### src/rtl/regfile_writeback.sv
// rtl/regfile_writeback.sv - two-source writeback arbiter, drain FIFO and per-register pending tracker
// Optional WB_BYPASS_EN: a granted legal write skips an empty FIFO and retires in the same cycle.
module regfile_writeback #(
  parameter int ADDR_W     = 6,
  parameter int DATA_W     = 32,
  parameter int NREGS      = 8,
  parameter int FIFO_DEPTH = 4
) (
  input  logic                          clk,
  input  logic                          reset,
  input  logic                          alu_valid,
  output logic                          alu_ready,
  input  logic [ADDR_W-1:0]             alu_addr,
  input  logic [DATA_W-1:0]             alu_data,
  input  logic                          mem_valid,
  output logic                          mem_ready,
  input  logic [ADDR_W-1:0]             mem_addr,
  input  logic [DATA_W-1:0]             mem_data,
  input  logic                          rf_stall,
  output logic                          rf_write_enable,
  output logic [ADDR_W-1:0]             rf_write_addr,
  output logic [DATA_W-1:0]             rf_write_data,
  input  logic [ADDR_W-1:0]             chk_addr1,
  input  logic [ADDR_W-1:0]             chk_addr2,
  output logic                          chk_busy1,
  output logic                          chk_busy2,
  output logic [$clog2(FIFO_DEPTH):0]   pending_count,
  output logic                          err_addr
);

  localparam int PW = $clog2(FIFO_DEPTH);
  localparam int CW = PW + 1;
  localparam logic [ADDR_W:0] NREGS_L = NREGS[ADDR_W:0];

  logic [ADDR_W-1:0] fifo_addr [FIFO_DEPTH];
  logic [DATA_W-1:0] fifo_data [FIFO_DEPTH];
  logic [PW-1:0]     rd_ptr, wr_ptr;
  logic [CW-1:0]     count;
  logic [CW-1:0]     reg_cnt [NREGS];
  logic              prio_mem;

  logic              full, empty, alu_take, mem_take, accept, legal;
  logic              push, pop, bypass;
  logic [ADDR_W-1:0] sel_addr, head_addr;
  logic [DATA_W-1:0] sel_data, head_data;
  logic [NREGS-1:0]  inc_vec, dec_vec;

  assign full  = (count == CW'(FIFO_DEPTH));
  assign empty = (count == '0);

  // Each ready looks only at the other source's valid, never its own.
  assign alu_ready = !full && (!mem_valid || !prio_mem);
  assign mem_ready = !full && (!alu_valid || prio_mem);

  assign alu_take = alu_valid && alu_ready;
  assign mem_take = mem_valid && mem_ready;
  assign accept   = alu_take || mem_take;
  assign sel_addr = alu_take ? alu_addr : mem_addr;
  assign sel_data = alu_take ? alu_data : mem_data;
  assign legal    = ({1'b0, sel_addr} < NREGS_L);

`ifdef WB_BYPASS_EN
  assign bypass = empty && !rf_stall && accept && legal;
`else
  assign bypass = 1'b0;
`endif

  assign push      = accept && legal && !bypass;
  assign pop       = !empty && !rf_stall;
  assign head_addr = fifo_addr[rd_ptr];
  assign head_data = fifo_data[rd_ptr];

  always_comb begin
    rf_write_enable = pop || bypass;
    rf_write_addr   = '0;
    rf_write_data   = '0;
    if (pop) begin
      rf_write_addr = head_addr;
      rf_write_data = head_data;
    end else if (bypass) begin
      rf_write_addr = sel_addr;
      rf_write_data = sel_data;
    end
  end

  always_ff @(posedge clk) begin
    if (reset) begin
      rd_ptr   <= '0;
      wr_ptr   <= '0;
      count    <= '0;
      prio_mem <= 1'b0;
      err_addr <= 1'b0;
    end else begin
      if (push) wr_ptr <= wr_ptr + PW'(1);
      if (pop)  rd_ptr <= rd_ptr + PW'(1);
      if (push && !pop)      count <= count + CW'(1);
      else if (!push && pop) count <= count - CW'(1);
      // Winner of a contested cycle hands priority to the loser.
      if (alu_valid && mem_valid && accept) prio_mem <= !prio_mem;
      if (accept && !legal) err_addr <= 1'b1;
    end
  end

  always_ff @(posedge clk) begin
    if (push) begin
      fifo_addr[wr_ptr] <= sel_addr;
      fifo_data[wr_ptr] <= sel_data;
    end
  end

  always_comb begin
    inc_vec = '0;
    dec_vec = '0;
    for (int i = 0; i < NREGS; i++) begin
      inc_vec[i] = push && (sel_addr == ADDR_W'(i));
      dec_vec[i] = pop && (head_addr == ADDR_W'(i));
    end
  end

  always_ff @(posedge clk) begin
    for (int i = 0; i < NREGS; i++) begin
      if (reset)                        reg_cnt[i] <= '0;
      else if (inc_vec[i] && !dec_vec[i]) reg_cnt[i] <= reg_cnt[i] + CW'(1);
      else if (!inc_vec[i] && dec_vec[i]) reg_cnt[i] <= reg_cnt[i] - CW'(1);
    end
  end

  // Out-of-range check addresses match no counter and so read as idle.
  always_comb begin
    chk_busy1 = 1'b0;
    chk_busy2 = 1'b0;
    for (int i = 0; i < NREGS; i++) begin
      if (chk_addr1 == ADDR_W'(i) && reg_cnt[i] != '0) chk_busy1 = 1'b1;
      if (chk_addr2 == ADDR_W'(i) && reg_cnt[i] != '0) chk_busy2 = 1'b1;
    end
  end

  assign pending_count = count;

endmodule
### config.mk
export PLATFORM = sky130hd
export DESIGN_NAME = regfile_writeback
export DESIGN_NICKNAME = d
export VERILOG_FILES = /design/src/rtl/regfile_writeback.sv
export SDC_FILE = /design/constraint.sdc
export NUM_CORES = 1
export LEC_CHECK = 0
export ABC_AREA = 1
export CAP_MARGIN = 30
export CORE_AREA = 4 4 136 138
export DETAILED_ROUTE_END_ITERATION = 16
export DIE_AREA = 0 0 140 142
export PLACE_DENSITY = 0.79
export SETUP_SLACK_MARGIN = 0.5
export SLEW_MARGIN = 20
export SYNTH_ARGS = -nofsm -noshare
export SYNTH_HDL_FRONTEND = slang
export SYNTH_SLANG_ARGS = --single-unit
### constraint.sdc
create_clock -name clk -period 4.7 [get_ports clk]
set_input_delay 1.175 -clock clk [delete_from_list [all_inputs] [get_ports clk]]
set_output_delay 1.175 -clock clk [all_outputs]
set_load 0.03 [all_outputs]
==> results of run 1 <==
-- kinds of logic after synthesis --
logic type,after synthesis,synth area share (%)
simple gates,342,16.4
buf+inv,128,5.49
flops,187,60.1
xor+xnor,16,1.53
fa+ha+maj,28,3.99
mux,33,4.04
compound gates,149,8.44
-- what timing repair did --
item,4_1_cts,5_1_grt
endpoints found under the setup margin,1,0
buffers inserted,0,0
gates resized for setup,1,0
-- cell type report --
class                      count  area share [%]
multi-input combinational    568            28.1
tap                          225            2.48
clock buffer                  19            3.82
clock inverter                13            1.23
timing repair buffer         156            12.9
inverter                      87            2.88
sequential                   187            48.6
-- per-layer routing --
layer  track usage [%]  up-vias
met3              3.97       43
li1                  -     3303
met1              25.9     3162
met2              35.9      254
met5                 0        -
met4              7.85        0
-- layout by cell type (no fill, tap or decap), types with 21 or more instances in the layout --
cell,n
o21ai_0,86
buf_4,52
edfxtp_1,176
nand4_1,38
nor2_1,159
nand2_1,98
nand3_1,21
ha_1,26
clkdlybuf4s50_1,100
mux2_2,32
a21oi_1,50
inv_1,84
-- final timing paths --
| kind | depth (start not counted) | end | slack, ps | startpoint |
|---|---|---|---|---|
| min | 2 | err_addr | 460 | err_addr |
| max reg2reg | 16 | reg_cnt[1][2] | 1550 | flip-flop |
| max | 5 | chk_busy2 | 600 | chk_addr2[1] |
| min reg2reg | 2 | err_addr | 460 | err_addr |
-- metrics by stage --
stage               total power, mW  worst slack [ps]  hold slack [ps]  instance area, um2
floorplan                      3.04               712              436                9160
global placement               3.56               547              438               10800
detailed placement             3.59               524              450               10800
CTS                            4.95               602              461               11300
global route                   5.17               501              479               11300
finish                         4.93               597              456               11300
-- worst max-delay path, cell delays in order --
cell and delay (ps):
clkdlybuf4s50_1 530, o311ai_0 380, nand3_1 130, o311a_1 130
clkdlybuf4s50_1 590
-- sequential cells by signal (all words and copies together), names as in the netlist, named ones only --
| signal | flops |
|---|---|
| err_addr | 1 |
| fifo_addr | 24 |
| fifo_data | 128 |
| pending_count | 3 |
| prio_mem | 1 |
| rd_ptr | 2 |
| reg_cnt | 24 |
| wr_ptr | 2 |
-- power by group through the flow --
stage | clock (mW) | sequential (mW) | combinational [mW]
3_5_place_dp | 0 | 2.02 | 1.57
3_3_place_gp | 0 | 2.02 | 1.54
4_1_cts | 1.39 | 1.99 | 1.58
6_report | 1.37 | 1.99 | 1.57
5_1_grt | 1.46 | 2.00 | 1.71
2_1_floorplan | 0 | 2.04 | 0.992
==> impl_metrics.yaml, run 1 <==
critical_path:
  path_max_fanout: 8
  end_kind: "output pin"
  critPathKind: "input pin to output pin"
  start_kind: "input pin"
  required_ps: 3520
  cp_data_arrival_time_ps: 2930
finish:
  insertedDiodeCount: 0
  fin_cells: 1255
  multiInputGateArea_mm2: 0.00319
  nNetsFinal: 1138
  areaGrowthSynthToFinish_pct: 23.7
  fillCellCount: 1306
  layout-drive-gt1-share_pct: 13.9
  regArea_mm2: 0.00551
  finish.utilization_pct: 66.0
logic_synthesis:
  ys_ff_latch: 187
  synth_area_leader_cell: "edfxtp_1"
  netlist.area_leader.share_pct: 57.7
  syn-num-nets: 1004
  yosysMostFrequentCell: "edfxtp_1"
  syn_inst: 883
  async_reset_ff_share_pct: 0
  synth_warnings: 0
  ys_types: 38
  syn_area_mm2: 0.00916
  synth_area_leaders: "edfxtp_1, nor2_1, o21ai_0"
  yosysSeqAreaShare_pct: 60.1
  avgSynthCellArea_um2: 10.4
  synth_ff_type: "edfxtp_1"
  synth_edf_count: 176
  synth_common_cells: "edfxtp_1, nor2_1, nand2_1"
place:
  io_buffer_count: 139
  dp_hpwl_um: 13600
  gp_congestion: 0.837
  dp_cells: 1223
detailed_routing:
  top_layer: "met4"
  antenna_left: 0
  wl_met2_um: 10300
  num_vias: 6762
  drc_errors: 0
  drt_wl_total_um: 20400
  drt-met1-wl_um: 8440
  met3_length_um: 1230
  routed_via_density: 5.39
  firstDrtPassIters: 7
  drt-initial-drc-count: 487
  wire_per_inst_um: 16.3
clock_tree:
  htree_num_levels: 4
  root_buffer: "clkbuf_16"
  clock-sinks: 187
  hold_buffers: 0
  tritoncts: "yes"
  clk_latency_ps: 430
  cts_buffers: 17
  cts.clk_slew.worst_paths_ps: 70
  clockBufferDepth: 2
power_and_ir_drop:
  power_density_mw_per_mm2: 435
  pwr-share-seq_pct: 40.3
  p_comb_share_pct: 31.8
  switchingPower_mw: 1.70
  p_sw_share_pct: 34.5
  cellInternalPower_mw: 3.23
  vdd_drop_max_mv: 0.343
  clock_power_share_pct: 27.8
  leakage_nw: 4.36
global_route:
  grt_pass1_wl_um: 32800
  grt_max_degree: 83
  antenna_found_initial: 0
  grt_overflow: 0
  grtUsageTotal_pct: 20.7
  grt_pass1_vias: 6637
hold_path:
  min_path_type: "flip-flop to flip-flop"
sta:
  maxSlewViolCount: 0
  rsz0062_at_grt: "no"
  finClkSkew_ps: 9.39
  slew_headroom_pct: 38.3
  fmax_mhz: 244
  worst_pin_slew_ps: 925
  period_needed_ps: 4100
  finalSetupViolCount: 0
  post-route-period-util_pct: 87.3
  hold_violations: 0
  fin_tns_setup_ps: 0
die:
  core-area_mm2: 0.0172
  die_x_um: 140
  ioPinCount: 140
  rows: 48
  dieHeight_um: 142
  die_area_mm2: 0.0199
  initial_utilization_pct: 53.4
job:
  maxCapViolations: 0
outcome:
  status: "completed"
No activity file was read; power rests on OpenSTA's default activity.
==> run 2: changes to the inputs <==
--- a/config.mk
+++ b/config.mk
@@ -16,3 +16,4 @@
 export SYNTH_ARGS = -nofsm -noshare
 export SYNTH_HDL_FRONTEND = slang
 export SYNTH_SLANG_ARGS = --single-unit
+export TNS_END_PERCENT = 100
==> results of run 2 <==
Same layout as run 1: the final DEF is identical, and so are final timing and power.
